### config.mk
export PLATFORM = sky130hd
export DESIGN_NAME = imm_extend_pipe
export DESIGN_NICKNAME = d
export VERILOG_FILES = /design/src/rtl/imm_extend_pipe.sv
export SDC_FILE = /design/constraint.sdc
export NUM_CORES = 1
export LEC_CHECK = 0
export CORE_MARGIN = 4
export CORE_UTILIZATION = 41
export DETAILED_ROUTE_END_ITERATION = 16
export PLACE_DENSITY_LB_ADDON = 0.25
export SLEW_MARGIN = 20
export SYNTH_ARGS = -nofsm -noshare
export SYNTH_HDL_FRONTEND = slang
export SYNTH_SLANG_ARGS = --single-unit
### constraint.sdc
create_clock -name i_clk -period 1.3 [get_ports i_clk]
set_input_delay 0.195 -clock i_clk [delete_from_list [all_inputs] [get_ports i_clk]]
set_output_delay 0.195 -clock i_clk [all_outputs]
set_load 0.03 [all_outputs]
### src/rtl/imm_extend_pipe.sv
// Pipelined RISC-V immediate generator with a 2-entry output queue.
// Optional PC-relative target adder enabled by `define IMM_TARGET_ADDER_EN.
module imm_extend_pipe #(
  parameter int XLEN = 32
) (
  input  logic            i_clk,
  input  logic            i_rst_n,
  input  logic            i_in_valid,
  output logic            o_in_ready,
  input  logic [31:0]     i_in_ins,
  input  logic [2:0]      i_in_ext_cnt,
  input  logic [XLEN-1:0] i_in_pc,
  input  logic            i_flush,
  output logic            o_out_valid,
  input  logic            i_out_ready,
  output logic [XLEN-1:0] o_out_imm,
  output logic [XLEN-1:0] o_out_target,
  output logic            o_out_illegal
);

  logic [31:0]     w_imm32;
  logic [XLEN-1:0] w_imm;
  logic            w_illegal;
  logic            w_push;
  logic            w_pop;
  logic            w_tail;
  logic            w_unused_ins;

  logic [XLEN-1:0] r_imm [2];
  logic            r_ill [2];
  logic            r_head;
  logic [1:0]      r_cnt;

  assign w_unused_ins = ^i_in_ins[6:0];

  // Zero-extended modes leave bit 31 clear, so one sign extension covers every mode.
  always_comb begin
    w_imm32   = '0;
    w_illegal = 1'b0;
    case (i_in_ext_cnt)
      3'b000: w_imm32 = {{20{i_in_ins[31]}}, i_in_ins[31:20]};
      3'b001: w_imm32 = {{20{i_in_ins[31]}}, i_in_ins[31:25], i_in_ins[11:7]};
      3'b010: w_imm32 = {{19{i_in_ins[31]}}, i_in_ins[31], i_in_ins[7],
                         i_in_ins[30:25], i_in_ins[11:8], 1'b0};
      3'b011: w_imm32 = {i_in_ins[31:12], 12'b0};
      3'b100: w_imm32 = {{11{i_in_ins[31]}}, i_in_ins[31], i_in_ins[19:12],
                         i_in_ins[20], i_in_ins[30:21], 1'b0};
      3'b101: w_imm32 = {20'b0, i_in_ins[31:20]};
      3'b110: w_imm32 = {27'b0, i_in_ins[19:15]};
      default: begin
        if (XLEN == 64) begin
          w_imm32 = {26'b0, i_in_ins[25:20]};
        end else if (i_in_ins[25]) begin
          w_illegal = 1'b1;
        end else begin
          w_imm32 = {27'b0, i_in_ins[24:20]};
        end
      end
    endcase
    w_imm       = {XLEN{w_imm32[31]}};
    w_imm[31:0] = w_imm32;
  end

  assign o_in_ready  = (r_cnt != 2'd2);
  assign o_out_valid = (r_cnt != 2'd0);
  assign w_push      = i_in_valid & o_in_ready & ~i_flush;
  assign w_pop       = o_out_valid & i_out_ready & ~i_flush;
  assign w_tail      = r_head ^ r_cnt[0];

  always_ff @(posedge i_clk or negedge i_rst_n) begin
    if (!i_rst_n) begin
      r_cnt  <= 2'd0;
      r_head <= 1'b0;
      r_imm  <= '{default: '0};
      r_ill  <= '{default: 1'b0};
    end else begin
      if (i_flush) begin
        r_cnt <= 2'd0;
      end else if (w_push && !w_pop) begin
        r_cnt <= r_cnt + 2'd1;
      end else if (w_pop && !w_push) begin
        r_cnt <= r_cnt - 2'd1;
      end
      if (w_pop) begin
        r_head <= ~r_head;
      end
      if (w_push) begin
        r_imm[w_tail] <= w_imm;
        r_ill[w_tail] <= w_illegal;
      end
    end
  end

  assign o_out_imm     = r_imm[r_head];
  assign o_out_illegal = r_ill[r_head];

`ifdef IMM_TARGET_ADDER_EN
  logic [XLEN-1:0] r_tgt [2];

  always_ff @(posedge i_clk or negedge i_rst_n) begin
    if (!i_rst_n) begin
      r_tgt <= '{default: '0};
    end else if (w_push) begin
      r_tgt[w_tail] <= i_in_pc + w_imm;
    end
  end

  assign o_out_target = r_tgt[r_head];
`else
  logic w_unused_pc;

  assign w_unused_pc  = ^i_in_pc;
  assign o_out_target = '0;
`endif

endmodule

== Word level (Yosys, flattened, before mapping) ==
Cells that the tools add are included.
Word-level totals
  output and inout port bits: 67
  bits of input ports: 72
  register bits: 69
  word-level logic and storage cells: 55
Operators by class
  add/sub/neg operators: 2
  bitwise logic cells: 9
  equal/unequal tests: 7
  order comparisons: 3
  muxes and demuxes: 19
  reduce and logical (&&, ||, !) cells: 9
Operators with widths (count)
  32-bit one-hot mux with 7 select lines: 1
  32-bit 2-to-1 mux: 4
  64-bit bitwise mux: 1
  32-bit demux with 1-bit select: 1
  3-bit equality test, second input constant: 3
  7-bit OR reduction: 1
  3-bit by 2-bit equality test with 1-bit output, second input constant: 2
  1-bit 2-to-1 mux: 6
  2-bit 2-to-1 mux: 3
  5-bit 2-to-1 mux: 1
  1-bit bitwise AND: 4
  2-bit greater-or-equal comparator, second input constant: 2
  1-bit NOT with 2-bit output: 2
  3-bit by 1-bit equality test with 1-bit output, second input constant: 1
  1-bit logical AND: 3
  3-bit zero test: 1
  3-bit nonzero test: 1
  2-bit by 1-bit adder with 2-bit output, second input constant: 1
  2-bit bitwise mux: 1
  1-bit zero test: 2
  2-bit by 1-bit < comparator with 1-bit output, second input constant: 1
  2-bit != test, second input constant: 1
  1-bit NOT: 2
  2-bit nonzero test: 1
  other kinds (3): 3

== Logic depth before layout (Yosys ltp) ==
  word-level depth: 8
  depth in mapped cells: 7
  gate-level depth less buffers: 4

== Worst setup path after synthesis ==
Ideal clock, no wire load.
  path type: flip-flop to flip-flop
  start: register r_head
  end: register r_imm[0] in the netlist's numbering
  setup time: 135 ps
  path slack: -10 ps
  period minus slack after synthesis: 1310 ps
  data arrival time: 1175 ps
  cell stages (with the launch flop): 6
  buffers on the path: 2
  required time: 1165 ps
  cell sequence: dfrtp_1 -> buf_6 -> nor3b_2 -> o21ai_2 -> clkbuf_1 -> o21ai_0
Between the ends
  word-level cells in the longest chain between the ends: 7
  elaborated cells on any way between the ends: 8
  classes of those cells: 2 x order compare; 3 x mux; 2 x bitwise; 1 x reduce/logical
RTL lines
  start, declared: line 31  | logic r_head;
  start signal, assigned: line 85  | r_head <= ~r_head;
  1-bit XOR *: line 68  | assign w_tail = r_head ^ r_cnt[0];
  1-bit NOT with 2-bit output (not written as such) *: line 88  | r_imm[w_tail] <= w_imm;
  2-bit greater-or-equal comparator (not written as such) or 2-bit by 1-bit < comparator with 1-bit output (tied branches): line 88
  1-bit logical AND (not written as such): line 88
  32-bit 2-to-1 mux (not written as such): line 88
  32-bit demux with 1-bit select *: line 88
  64-bit bitwise mux *: line 88
  end signal, assigned by index: line 88
  end, declared: line 29  | logic [XLEN-1:0] r_imm [2];
Every way passes the cells marked *; elsewhere a longest branch is shown, timed or not.
A chain may end at the register's enable or synchronous reset.

== Worst setup path in the final report ==
  start: register r_head
  end: output o_out_imm[1]
Between the ends
  word-level cells in the longest chain between the ends: 4
RTL lines
  1-bit NOT with 2-bit output (not written as such): line 94  | assign o_out_imm = r_imm[r_head];
  32-bit 2-to-1 mux (not written as such) (3 in a row): line 94
  end, declared: line 16  | output logic [XLEN-1:0] o_out_imm,
Every way passes these cells. The select of a mux whose other input is x is not followed.

==> reports/metrics.yaml <==
yosys:
  syn_inst: 397
  synth.top_cell.area_share_pct: 45.4
  synth_edf_count: 0
  synth_top_area_cell: "dfrtp_1"
  yosysSeqAreaShare_pct: 45.4
  netlist_top_cells_area: "dfrtp_1, mux2_2, nand2_1"
  syn_avg_cell_area_um2: 9.58
  synthArstFlopShare_pct: 100
  netlist_area_um2: 3800
  synth_warnings: 0
  yosysUniqueCellTypes: 39
  synth-main-ff-cell: "dfrtp_1"
  ys_ff_latch: 69
placement:
  place_ws_ns: -0.649
  placed_area_um2: 4540
  gp_congestion: 0.879
  post-dp-hpwl_mm: 6.55
  place_inst: 577
  io_buffers: 67
cells_and_area:
  nets: 599
  area_growth_pct: 64.8
  finalCoreUtilization_pct: 70.5
  layout-drive-gt1-share_pct: 54.9
  stdcell_area_um2: 6270
  antenna_cells: 0
  finalNonFillerCells: 640
route:
  vias: 3491
  drc: 0
  wl_per_cell_um: 20.1
  wl_met3_um: 755
  top_layer: "met4"
  viasPerCell: 5.45
  drt_wl_total_mm: 12.9
  drt_iter0_markers: 210
  met2_length_mm: 6.42
  drtAntennaViolNets: 0
  wl_met1_mm: 5.33
  firstDrtPassIters: 5
timing:
  slew_headroom_pct: 65.3
  skew_ns: 0.0110
  tightest_slew_ns: 0.521
  whs_ns: 0.385
  rsz0062_at_grt: "yes"
  worst_slack_ns: -0.540
  final.period_utilization_pct: 142
  setup_tns_ns: -37.31
  maxSlewViolCount: 0
  fin_crit_ns: 1.84
  setup_viol: 101
  max_freq_mhz: 544
  hold_violations: 0
power:
  total_power_mw: 14.5
  p_per_area_nw_per_um2: 2310
  p_leak_nw: 2.90
  ir_drop_uv: 1030
floorplanning:
  start_util_pct: 42.8
  ios: 139
  core_area_um2: 8890
  placementRows: 34
  die_y_um: 104
  dieArea_um2: 10900
  dieWidth_um: 104
clocking:
  root_buffer: "clkbuf_8"
  htree_levels: 3
  clock_path_buffers: 2
  clkSinkCount: 69
  cts_tree: "built"
  clk_latency_ns: 0.36
  numCtsBuffers: 9
  clk_pin_slew_ns: 0.08
grt:
  grt_overflow: 0
  grt_usage_pct: 19.8
  antenna_found_initial: 0
  grt_max_degree: 70
  grt_pass1_wl_mm: 17.3
  grt_pass1_vias: 3368
worst_hold_path:
  hold_path_class: "primary input to async pin"
status:
  status: "complete, but fails checks"
  violations: "setup timing"
run:
  max_cap_viol_count: 0
critical_path:
  critPathArrivalTime_ns: 1.64
  cp-end-kind: "primary output"
  startpoint_type: "flip-flop"
  cp.required_ns: 1.11
  r2r_slack_ns: -0.39
  critPathMaxFanout: 5
  crit_type: "flip-flop to primary output"
## cell families (layout without fill, tap and decap cells)
| family | Yosys count | in the layout | share of synthesized area, % |
|---|---|---|---|
| simple gates | 106 | 106 | 12.7 |
| other cells | 1 | 32 | 0.0986 |
| flops | 69 | 69 | 45.4 |
| xor+xnor | 2 | 2 | 0.461 |
| compound gates | 121 | 121 | 18.4 |
| buf+inv | 64 | 168 | 13.0 |
| mux | 34 | 34 | 10.0 |
## cells in the mapped netlist (3+ instances only)
cell	n
nand2_1	76
dfrtp_1	69
o21ai_0	50
mux2_2	33
buf_4	32
a21oi_1	30
o21ai_1	19
buf_6	15
o22a_1	9
buf_2	8
and2_1	6
clkbuf_1	6
nor2_1	5
nor2b_1	4
a221oi_1	3
and2b_2	3
nand2b_1	3
## what timing repair did
item,in CTS,in global routing
setup buffers,26,6
setup endpoints to repair,101,101
cloned,10,12
endpoints found under the hold margin,69,0
pin swaps,3,80
gates resized for setup,189,197
hold buffers,1,0
## worst max-delay path, cell delays in order (launching register included)
cell and delay, ns:
dfrtp_2 0.45, buf_12 0.14, buf_12 0.13, buf_8 0.12, mux2_4 0.32, buf_6 0.14
## power breakdown
| part | total (mW) | switching, mW | leakage (nW) | internal, mW |
|---|---|---|---|---|
| Clock | 1.61 | 0.868 | 0.0815 | 0.744 |
| Combinational | 8.79 | 4.21 | 1.93 | 4.58 |
| Sequential | 4.08 | 0.926 | 0.892 | 3.16 |
## worst paths after layout
kind | start | to | cells after the start
max in group asynchronous | i_rst_n | r_head | 3
max | r_head | o_out_imm[1] | 5
min in group i_clk | i_in_ext_cnt[1] | r_imm[31] | 4
min reg2reg | r_imm[11] | r_imm[11] | 2
min | i_rst_n | r_imm[29] | 3
max reg2reg | r_head | r_imm[2] | 8
## registers in the layout (all words and copies together), names as in the netlist
register,count
r_head,1
r_cnt,2
r_ill,2
r_imm,64
## cell type report
type / count / area [µm²]
Timing Repair Buffer: 150 / 1910
Clock inverter: 5 / 36.3
Tap cell: 108 / 135
Fill cell: 596 / 2630
Multi-Input combinational cell: 295 / 2310
Sequential cell: 69 / 1730
Inverter: 2 / 7.51
Clock buffer: 11 / 141
## layer usage
metal | global-route usage (%) | up-vias
met5 | 0 | -
met4 | 6.93 | 0
met3 | 3.60 | 36
met2 | 32.3 | 146
met1 | 26.5 | 1738
li1 | - | 1571
## layout by cell type (no fill, tap or decap), types with 2 or more instances in the layout
cell and count:
a21oi_1 30, a221oi_1 3, a22oi_1 2, and2_1 5, and2b_2 3, buf_12 15
buf_16 4, buf_4 32, buf_6 45, buf_8 10, clkbuf_16 11, clkbuf_8 10
clkdlybuf4s50_1 30, clkinvlp_4 3, conb_1 32, dfrtp_1 68, mux2_2 9, mux2_4 24
nand2_1 18, nand2_2 34, nand2_4 24, nand2b_1 2, nor2_1 4, nor2b_1 2
nor2b_2 2, o21ai_0 3, o21ai_1 19, o21ai_2 45, o21ai_4 4, o22a_1 9
No activity file was read; power rests on OpenSTA's default activity.
